### config.mk
export PLATFORM = sky130hd
export DESIGN_NAME = sdram_avs_frontend
export DESIGN_NICKNAME = d
export VERILOG_FILES = /design/src/rtl/sdram_avs_frontend.sv
export SDC_FILE = /design/constraint.sdc
export NUM_CORES = 1
export LEC_CHECK = 0
export ABC_AREA = 1
export CORE_AREA = 2 2 140 142
export CTS_BUF_LIST = sky130_fd_sc_hd__clkbuf_2
export CTS_CLUSTER_SIZE = 12
export DETAILED_ROUTE_END_ITERATION = 10
export DIE_AREA = 0 0 142 144
export SYNTH_ARGS = -nofsm -noshare
export SYNTH_HDL_FRONTEND = slang
export SYNTH_SLANG_ARGS = --single-unit
### constraint.sdc
create_clock -name clk -period 3.8 [get_ports clk]
set_input_delay 0.57 -clock clk [delete_from_list [all_inputs] [get_ports clk]]
set_output_delay 0.57 -clock clk [all_outputs]
set_load 0.02 [all_outputs]
### src/rtl/sdram_avs_frontend.sv
// Avalon-MM slave front end for the SDRAM access controller: buffers requests in a
// small first-word-fall-through FIFO, bounds outstanding reads and returns read data in order.
module sdram_avs_frontend #(
  parameter int AVS_AW    = 24,
  parameter int AVS_DW    = 16,
  parameter int AVS_BYTE  = 2,
  parameter int REQ_DEPTH = 4,
  parameter int MAX_RD    = 4
) (
  input  logic                clk,
  input  logic                reset,
  input  logic                init_done,
  input  logic                avs_read,
  input  logic                avs_write,
  input  logic [AVS_AW-1:0]   avs_address,
  input  logic [AVS_DW-1:0]   avs_writedata,
  input  logic [AVS_BYTE-1:0] avs_byteenable,
  output logic                avs_waitrequest,
  output logic [AVS_DW-1:0]   avs_readdata,
  output logic                avs_readdatavalid,
  output logic                bus_req_valid,
  output logic                bus_req_write,
  output logic [AVS_AW-1:0]   bus_req_address,
  output logic [AVS_DW-1:0]   bus_req_writedata,
  output logic [AVS_BYTE-1:0] bus_req_byteenable,
  input  logic                bus_req_ready,
  input  logic                bus_resp_valid,
  input  logic [AVS_DW-1:0]   bus_resp_readdata,
  output logic                err_rw_conflict,
  output logic                err_resp_underflow
);

  localparam int PW = $clog2(REQ_DEPTH);
  localparam int CW = $clog2(MAX_RD + 1);

  typedef struct packed {
    logic                write;
    logic [AVS_AW-1:0]   address;
    logic [AVS_DW-1:0]   writedata;
    logic [AVS_BYTE-1:0] byteenable;
  } req_t;

  req_t          mem [REQ_DEPTH];
  logic [PW-1:0] wr_ptr;
  logic [PW-1:0] rd_ptr;
  logic [PW:0]   count;
  logic [CW-1:0] rd_cnt;

  logic full;
  logic empty;
  logic accept;
  logic pop;
  logic rd_accept;
  logic rd_dec;

  assign full  = (count == (PW+1)'(REQ_DEPTH));
  assign empty = (count == '0);

  // rd_cnt covers reads still queued as well as reads already issued downstream
  assign avs_waitrequest = !init_done | full | (avs_read & !avs_write & (rd_cnt == CW'(MAX_RD)));
  assign accept          = (avs_read | avs_write) & !avs_waitrequest;
  assign rd_accept       = accept & avs_read & !avs_write;
  assign pop             = !empty & bus_req_ready;
  assign rd_dec          = bus_resp_valid & (rd_cnt != '0);

  assign bus_req_valid = !empty;
  assign {bus_req_write, bus_req_address, bus_req_writedata, bus_req_byteenable} = mem[rd_ptr];

  always_ff @(posedge clk) begin
    if (accept) begin
      mem[wr_ptr] <= {avs_write, avs_address, avs_writedata, avs_byteenable};
    end
  end

  always_ff @(posedge clk) begin
    if (!reset) begin
      wr_ptr <= '0;
      rd_ptr <= '0;
      count  <= '0;
    end else begin
      if (accept) begin
        wr_ptr <= wr_ptr + PW'(1);
      end
      if (pop) begin
        rd_ptr <= rd_ptr + PW'(1);
      end
      case ({accept, pop})
        2'b10:   count <= count + (PW+1)'(1);
        2'b01:   count <= count - (PW+1)'(1);
        default: count <= count;
      endcase
    end
  end

  always_ff @(posedge clk) begin
    if (!reset) begin
      rd_cnt <= '0;
    end else begin
      case ({rd_accept, rd_dec})
        2'b10:   rd_cnt <= rd_cnt + CW'(1);
        2'b01:   rd_cnt <= rd_cnt - CW'(1);
        default: rd_cnt <= rd_cnt;
      endcase
    end
  end

  // Responses are forwarded even on underflow; the flag only records the anomaly
  always_ff @(posedge clk) begin
    if (!reset) begin
      avs_readdatavalid  <= 1'b0;
      avs_readdata       <= '0;
      err_rw_conflict    <= 1'b0;
      err_resp_underflow <= 1'b0;
    end else begin
      avs_readdatavalid <= bus_resp_valid;
      if (bus_resp_valid) begin
        avs_readdata <= bus_resp_readdata;
      end
      if (avs_read & avs_write) begin
        err_rw_conflict <= 1'b1;
      end
      if (bus_resp_valid & (rd_cnt == '0)) begin
        err_resp_underflow <= 1'b1;
      end
    end
  end

endmodule

# After elaboration in Yosys (flattened, before gate mapping)
# Memories as Yosys holds them, arrays and structs flattened. A register that Yosys moved wholly into a read port is not among the register bits.
# Index checks and enable logic that the tools add are counted.
[classes]
bitwise = 12
n_addsub = 6
n_reduce_logical = 9
muxes = 6
n_eq_ne = 6
[op_table]
columns = ["op", "n"]
rows = [
  ["$pmux W3 S2", 2],
  ["$and A1 B1 Y1", 9],
  ["$add A3 B1 Y3 const B", 2],
  ["$eq A3 B3 Y1 const B", 2],
  ["$logic_not A3 Y1", 2],
  ["$sub A3 B1 Y3 const B", 2],
  ["$add A2 B1 Y2 const B", 2],
  ["$eq A2 B1 Y1 const B", 2],
  ["$eq A2 B2 Y1 const B", 2],
  ["$logic_not A1 Y1", 4],
  ["$mux W2", 2],
  ["$reduce_bool A2 Y1", 2],
  ["$or A1 B1 Y1", 3],
  ["$reduce_bool A3 Y1", 1],
  ["$mux W1", 2],
]
[totals]
in_bits = 65
n_memories = 1
mem_bits_rw = 172
output_inout_bits = 64
reg_bits = 29
word_cells = 48
[mem_list]
columns = ["name", "depth", "width", "rd", "rd_ports_with_merged_regs", "wr", "line", "source"]
rows = [
  ["mem", 4, 43, 1, 1, 1, "43", "req_t mem [REQ_DEPTH];"],
]

# Logic depth before layout (Yosys ltp)
[logic_depth]
depth_word = 10
ltp_mapped = 12
ltp_nobuf = 12

# Worst setup path before layout
# Ideal clock, no wire load.
[synth_path]
kind = "input -> register"
start = "input init_done"
end = "memory mem[0][0] in the netlist's numbering, enable pin"
path_buffers = 0
t_arrival_ps = 2734
t_required_ps = 3357
slack_ps = 623
stages = 3
setup_time_ps = 443
path_cell_list = "a21boi_4 nand3_4 nor2_1"
[synth_via]
elab_chain_len = 7
[synth_rtl]
columns = ["element", "line", "source"]
rows = [
  ["start, declared", "12", "input logic init_done,"],
  ["$logic_not A1 Y1", "60", "assign avs_waitrequest = !init_done | full | (avs_read & !avs_write & (rd_cnt == CW'(MAX_RD)));"],
  ["$or A1 B1 Y1 (2 in a row)", "60", ""],
  ["$logic_not A1 Y1", "61", "assign accept = (avs_read | avs_write) & !avs_waitrequest;"],
  ["$and A1 B1 Y1", "61", ""],
  ["$mux W1", "70", "if (accept) begin"],
  ["$mux W1 (not written as such)", "71", "mem[wr_ptr] <= {avs_write, avs_address, avs_writedata, avs_byteenable};"],
  ["end, declared", "43", ""],
]
# Every way passes these cells.

==> flow_summary_export.csv <==
group,metric,value,unit
sta,period_minus_slack,3210,ps
sta,fin_crit_sh,84.5,%
place,post_dp_cell_area,9230,µm²
layout,multi_input_area,1660,µm²
setup_path,worstPathRequired,3230,ps
pwr,p_leak,3.44,nW
sta,whs,410,ps
die,row_count,51,
global_route,grt_max_degree,49,
die,die_h,144,µm
sta,setup_ws,589,ps
layout,stdcell_count,1027,
setup_path,critPathMaxStageDelay,650,ps
routing,drc_errors,0,
place,placed_cells,933,
place,place_congestion,0.732,
worst_hold_path,min_to,"avs_readdata[15]",
place,dpl_worst_slack,785,ps
yosys,yosys.cell_types.count,28,
setup_path,ff2ff_setup_slack,1620,ps
clocking,cts_hold_buf,0,
yosys,synth_nets,659,
layout,fillers,1661,
layout,final_core_util,50.8,%
clocking,cts_resized,0,
die,die_w,142,µm
worst_hold_path,worstHoldStart,"bus_resp_readdata[15]",
pwr,power.density,600,nW/µm²
pwr,ir_drop,0.000301,V
sta,slew_headroom,48.1,%
yosys,yosysWarnings,0,
setup_path,worstSetupEndpointType,"primary output",
global_route,grt_pass1_vias,5324,
worst_hold_path,whs_path_depth,3,
clocking,clk_pin_slew,100,ps
setup_path,rr_worst_depth,10,
pwr,finalPower,5.82,mW
global_route,antenna_found_initial,1,
sta,max_freq,0.311,GHz
run,drv_cap,0,
yosys,syn_area,7690,µm²
layout,register_area,5790,µm²
clocking,cts_made_buffers,53,
clocking,cts_sinks,203,
setup_path,path_cells,"inv_2, buf_4, o21ai_0, o22ai_1, clkdlybuf4s50_1",
global_route,grt_pass1_wl,26200,µm
routing,routed-wl-met2,7830,µm
layout,nets,823,
die,ios,129,
status,outcome,"completed",
clocking,cts_setup_buffers,0,
clocking,cts_tree,"done",
setup_path,worstReg2RegEnd,"count[2]",
global_route,grt_use_total,16.3,%
setup_path,cp-start-kind,"flip-flop",
routing,drt_iter0_markers,305,
sta,drv_slew,0,
die,dieArea,20400,µm²
routing,drtAntennaViolNets,0,
place,hpwlAfterDp,9470,µm
clocking,h-tree-depth,2,
routing,drt-total-wl,16600,µm
sta,tns,0,ps
worst_hold_path,hp-class,"input pin to flip-flop",
layout,syn_to_final_growth,26.0,%
clocking,clockRootBuffer,"clkbuf_2",
setup_path,r2r-start,"rd_cnt[0]",
clocking,worstSkewPairLatency,790,ps
layout,final_cell_area,9690,µm²
setup_path,crit_slowest_cell,"clkdlybuf4s50_1",
setup_path,worstPathMaxFanout,32,
sta,rsz0062_at_grt,"false",
sta,hold_viol_final,0,
yosys,ys_ff_latch,203,
global_route,overflow,0,
routing,vias,5182,
die,placeableCoreArea,19100,µm²
routing,viasPerCell,5.05,
routing,top_layer,"met5",
sta,skew,72.2,ps
sta,setup_viol,0,
setup_path,path_class,"flip-flop to primary output",
die,initial_utilization,40.3,%
routing,wl_met1,7310,µm
sta,tightest_slew,776,ps
clocking,clockBufferDepth,3,
routing,first_pass_iters,6,
layout,drive_gt1_share,14.0,%
yosys,avgSynthCellArea,13.1,µm²
yosys,ys_seq_area_share,75.2,%
yosys,syn_inst,586,
routing,wire_per_inst,16.2,µm
place,port_buffers,128,
routing,route.met3.wl,1260,µm
setup_path,arrival,2640,ps
[synth_stat cells, drive strengths merged]
cell      n  area, µm²
o22ai    43        269
ha        6       75.1
xor2      1       8.76
a21oi    11       55.1
edfxtp  172       5160
clkinv    1       3.75
nand2    13       48.8
dfxtp    31        621
nor3      1       5.00
nor2    135        509
buf      16        124
or2       2       12.5
o21ai   107        536
clkbuf   15       57.6
fa        2       40.0
a21boi    1       18.8
inv      23       86.3
nand3     3       32.5
nand4     2       12.5
a22o      1       8.76
[area by class of cell]
| cell class | instances | share of cell area (%) |
|---|---|---|
| sequential | 203 | 59.7 |
| multi-input combinational | 328 | 17.1 |
| timing repair buffer | 140 | 14.4 |
| clock buffer | 78 | 4.03 |
| tap | 238 | 3.07 |
| inverter | 24 | 0.930 |
| clock inverter | 15 | 0.646 |
| antenna | 1 | 0.0258 |
[report_power, final]
part	internal, mW	switching, mW
registers	2.60	0.0605
clock network	0.548	0.833
logic	0.715	1.06
total	3.86	1.95
[how the worst max path moves through the flow]
stage / slack, ps / depth (start not counted) / to / start
2_1_floorplan: 620 / 3 / mem[0][0] / init_done
3_3_place_gp: 890 / 12 / rd_cnt[2] / bus_resp_valid
3_5_place_dp: 790 / 11 / count[2] / avs_write
4_1_cts: 440 / 5 / bus_req_address[12] / flip-flop
5_1_grt: 330 / 5 / bus_req_address[12] / flip-flop
6_report: 590 / 5 / bus_req_address[12] / flip-flop
[worst max-delay path: cells and delay by family (launching register included)]
kind            cells  cell delay [ps]
flops               1              330
buf+inv             3             1360
compound gates      2              230
[layer usage]
metal / vias to the layer above / track usage (%)
li1: 2494 / -
met1: 2491 / 20.6
met2: 171 / 26.8
met3: 24 / 5.83
met4: 2 / 4.32
met5: - / 0
[logic make-up after synthesis]
family | Yosys count | share of synthesized area, %
simple gates | 156 | 8.07
fa+ha+maj | 8 | 1.50
flops | 203 | 75.2
xor+xnor | 1 | 0.114
buf+inv | 55 | 3.53
compound gates | 163 | 11.5
[placed cells by master (no fill, tap or decap), drive strengths merged]
cell type	count
nand2	13
clkbuf	78
a22o	1
fa	2
dfxtp	31
o21ai	107
a21oi	11
buf	12
xor2	1
clkdlybuf4s50	128
nand3	3
nor2	135
edfxtp	172
a21boi	1
diode	1
nor3	1
ha	6
clkinvlp	1
or2	2
inv	25
o22ai	43
nand4	2
clkinv	13
[state kept, by name (all words and copies together) (netlist names), named ones only]
| signal | cells |
|---|---|
| wr_ptr | 2 |
| avs_readdata | 16 |
| count | 3 |
| err_rw_conflict | 1 |
| err_resp_underflow | 1 |
| rd_ptr | 2 |
| rd_cnt | 3 |
| avs_readdatavalid | 1 |
| mem | 172 |
(Power assumes the default switching activity.)
==> RTL change (same flow settings) <==
Change the parameter `AVS_BYTE` from 2 to 4.
--- a/src/rtl/sdram_avs_frontend.sv
+++ b/src/rtl/sdram_avs_frontend.sv
@@ -3,7 +3,7 @@
 module sdram_avs_frontend #(
   parameter int AVS_AW    = 24,
   parameter int AVS_DW    = 16,
-  parameter int AVS_BYTE  = 2,
+  parameter int AVS_BYTE  = 4,
   parameter int REQ_DEPTH = 4,
   parameter int MAX_RD    = 4
 ) (
Ports: changed (resized avs_byteenable and bus_req_byteenable); port bits go from 129 to 133. No check against the original RTL was run, so the function may have changed too.
==> RTL change against the unedited design <==
- synthesized cell count increased by 3.4%
- routed wire length grew 5.6%
- area after synthesis up 3.6%
- design area up 3.7%
- total power rose by 5.6%
- die area stayed put
- sequential cell count is 8 higher
- count of clock-buffer cells in the layout increased by 4
- first-iteration DRC count shrank 17%
- setup slack lost 0.33 ns
- critical endpoint is now bus_req_address[9]
- highest routed layer is now met4
==> RTL change: results (changes against the unedited design) <==
* Status: finished, final reports clean (unchanged)
* Crit-path max FO at 54 (was 32)
* GRT Total Usage at 0.174 (was 0.163)
* Layout cells sized above 1 at 0.140 (about the same)
* WL/cell at 16.8 um (was 16.2 um)
* Largest registers: mem (180), avs_readdata (16) (was mem (172), avs_readdata (16))
* Met3 WL post-DR at 1450 um (was 1260 um)
* CTS clk-pin slew, worst paths at 0.10 ns (about the same)
* Met2 routed WL at 8290 um (was 7830 um)
* Uppermost layer routed: met4 (was met5)
* Max Buffers Root-to-Sink at 3 (unchanged)
* Peak VDD IR at 0.239 mV (was 0.301 mV)
* CTS buffer count at 51 (was 53)
* First-pass GRT wire length at 27400 um (was 26200 um)
* Clk Tree Root Cell: clkbuf_2 (unchanged)
* Yosys cell types at 28 (unchanged)
* Leakage at 3.56 nW (was 3.44 nW)
* Async set or reset register ratio after synthesis at 0 (unchanged)
* Sequential area share after synthesis at 0.757 (was 0.752)
* N_diodes at 0 (was 1)
* Count of input and output buffers at 132 (was 128)
* Critical path arrival at 2.97 ns (was 2.64 ns)
* Hold Path Cell Cnt at 3 (unchanged)
* Sw power at 0.00202 W (was 0.00195 W)
* Vias per cell at 5.08 (was 5.05)
* Placed Area at 0.00954 mm^2 (was 0.00923 mm^2)
* Syn nets at 681 (was 659)
* Worst Skew at 0.0771 ns (was 0.0722 ns)
* Worst-margin pin slew at 0.849 ns (was 0.776 ns)
* First-pass DRT Iterations at 4 (was 6)
* Routability Congestion at 0.714 (was 0.732)
* EDFF count, synth at 180 (was 172)
* Met1 wire length at 7370 um (was 7310 um)
* Net count, final at 842 (was 823)
* CTS H-tree lvls at 2 (unchanged)
* Design Power at 0.00614 W (was 0.00582 W)
* DRT iter0 DRCs at 253 (was 305)
* Setup Fix Bufs, Post-CTS at 0 (unchanged)
* Largest net degree at the start of global routing at 91 (was 49)
* Worst-skew pair later-pin latency at approximately 0.80 ns
* Ys flop type: edfxtp_1 (unchanged)
* Hold crit path type: primary input to flip-flop (unchanged)
* Post-DP HPWL at 9980 um (was 9470 um)
* Synth cell count leaders: edfxtp_1, nor2_1, o21ai_0, o22ai_1, dfxtp_1 (unchanged)
* Filler cells at 1623 (was 1661)
* Initial antenna violation count at 0 (was 1)
* Yosys warns at 0 (unchanged)
* Synth top area cells: edfxtp_1, dfxtp_1, nor2_1 (unchanged)
* Vias in the first global route at 5531 (was 5324)
* R2r worst-path depth at 10 (unchanged)
RTL change: cell count changes after synthesis, sizes merged:
cell,delta
buf,+3
clkbuf,-1
clkinv,-1
edfxtp,+8
inv,+1
nor2,+4
o21ai,+4
o22ai,+2
RTL change: critical path: stages, from the launching register on:
cell and delay, ns:
dfxtp_4 0.63, buf_6 0.42, o21ai_0 0.16, o22ai_1 0.29, clkdlybuf4s50_1 0.66
RTL change: power by group through the flow:
stage	registers (W)	logic (W)	clock network, W
4_1_cts	0.00281	0.00182	0.00159
3_3_place_gp	0.00285	0.00179	0
5_1_grt	0.00283	0.00196	0.00171
2_1_floorplan	0.00283	0.00102	0
3_5_place_dp	0.00286	0.00181	0
6_report	0.00281	0.00179	0.00154
RTL change: layout make-up:
class | instances | area (um^2) | share of cell area
clock buffer | 82 | 410 | 0.0409
clock inverter | 9 | 92.6 | 0.00922
inverter | 24 | 95.1 | 0.00947
multi-input combinational | 338 | 1710 | 0.171
sequential | 211 | 6030 | 0.600
tap | 238 | 298 | 0.0296
timing repair buffer | 141 | 1410 | 0.140
RTL change: worst paths after layout:
| path | slack, ns | startpoint | to |
|---|---|---|---|
| worst max-delay path | 0.26 | flip-flop | bus_req_address[9] |
| worst min-delay path | 0.35 | bus_resp_readdata[15] | avs_readdata[15] |
| worst max register to register | 1.67 | rd_cnt[1] | count[2] |
| worst min register to register | 0.50 | rd_ptr[1] | flip-flop |
RTL change: cell families after synthesis:
group           Yosys count  share of synthesized area
flops                   211                      0.757
compound gates          169                      0.116
simple gates            160                     0.0798
buf+inv                  57                     0.0320
fa+ha+maj                 8                     0.0145
xor+xnor                  1                    0.00110
RTL change: routing by layer:
layer | GRT usage | vias up
li1 | - | 2552
met5 | 0 | -
met3 | 0.0556 | 37
met4 | 0.0795 | 0
met2 | 0.291 | 182
met1 | 0.206 | 2525
RTL change: through the flow:
stage	cells	worst slack (ns)	hold slack (ns)
final	1043	0.263	0.348
after floorplan	606	0.536	0.468
after global placement	952	0.905	0.467
after CTS	1043	0.139	0.247
after detailed placement	952	0.842	0.469
after global routing	1043	0.0424	0.290
RTL change: repair_timing:
action | in CTS | in global routing
hold buffers | 0 | 0
setup endpoints to repair | 2 | 0
resized for setup | 2 | 0
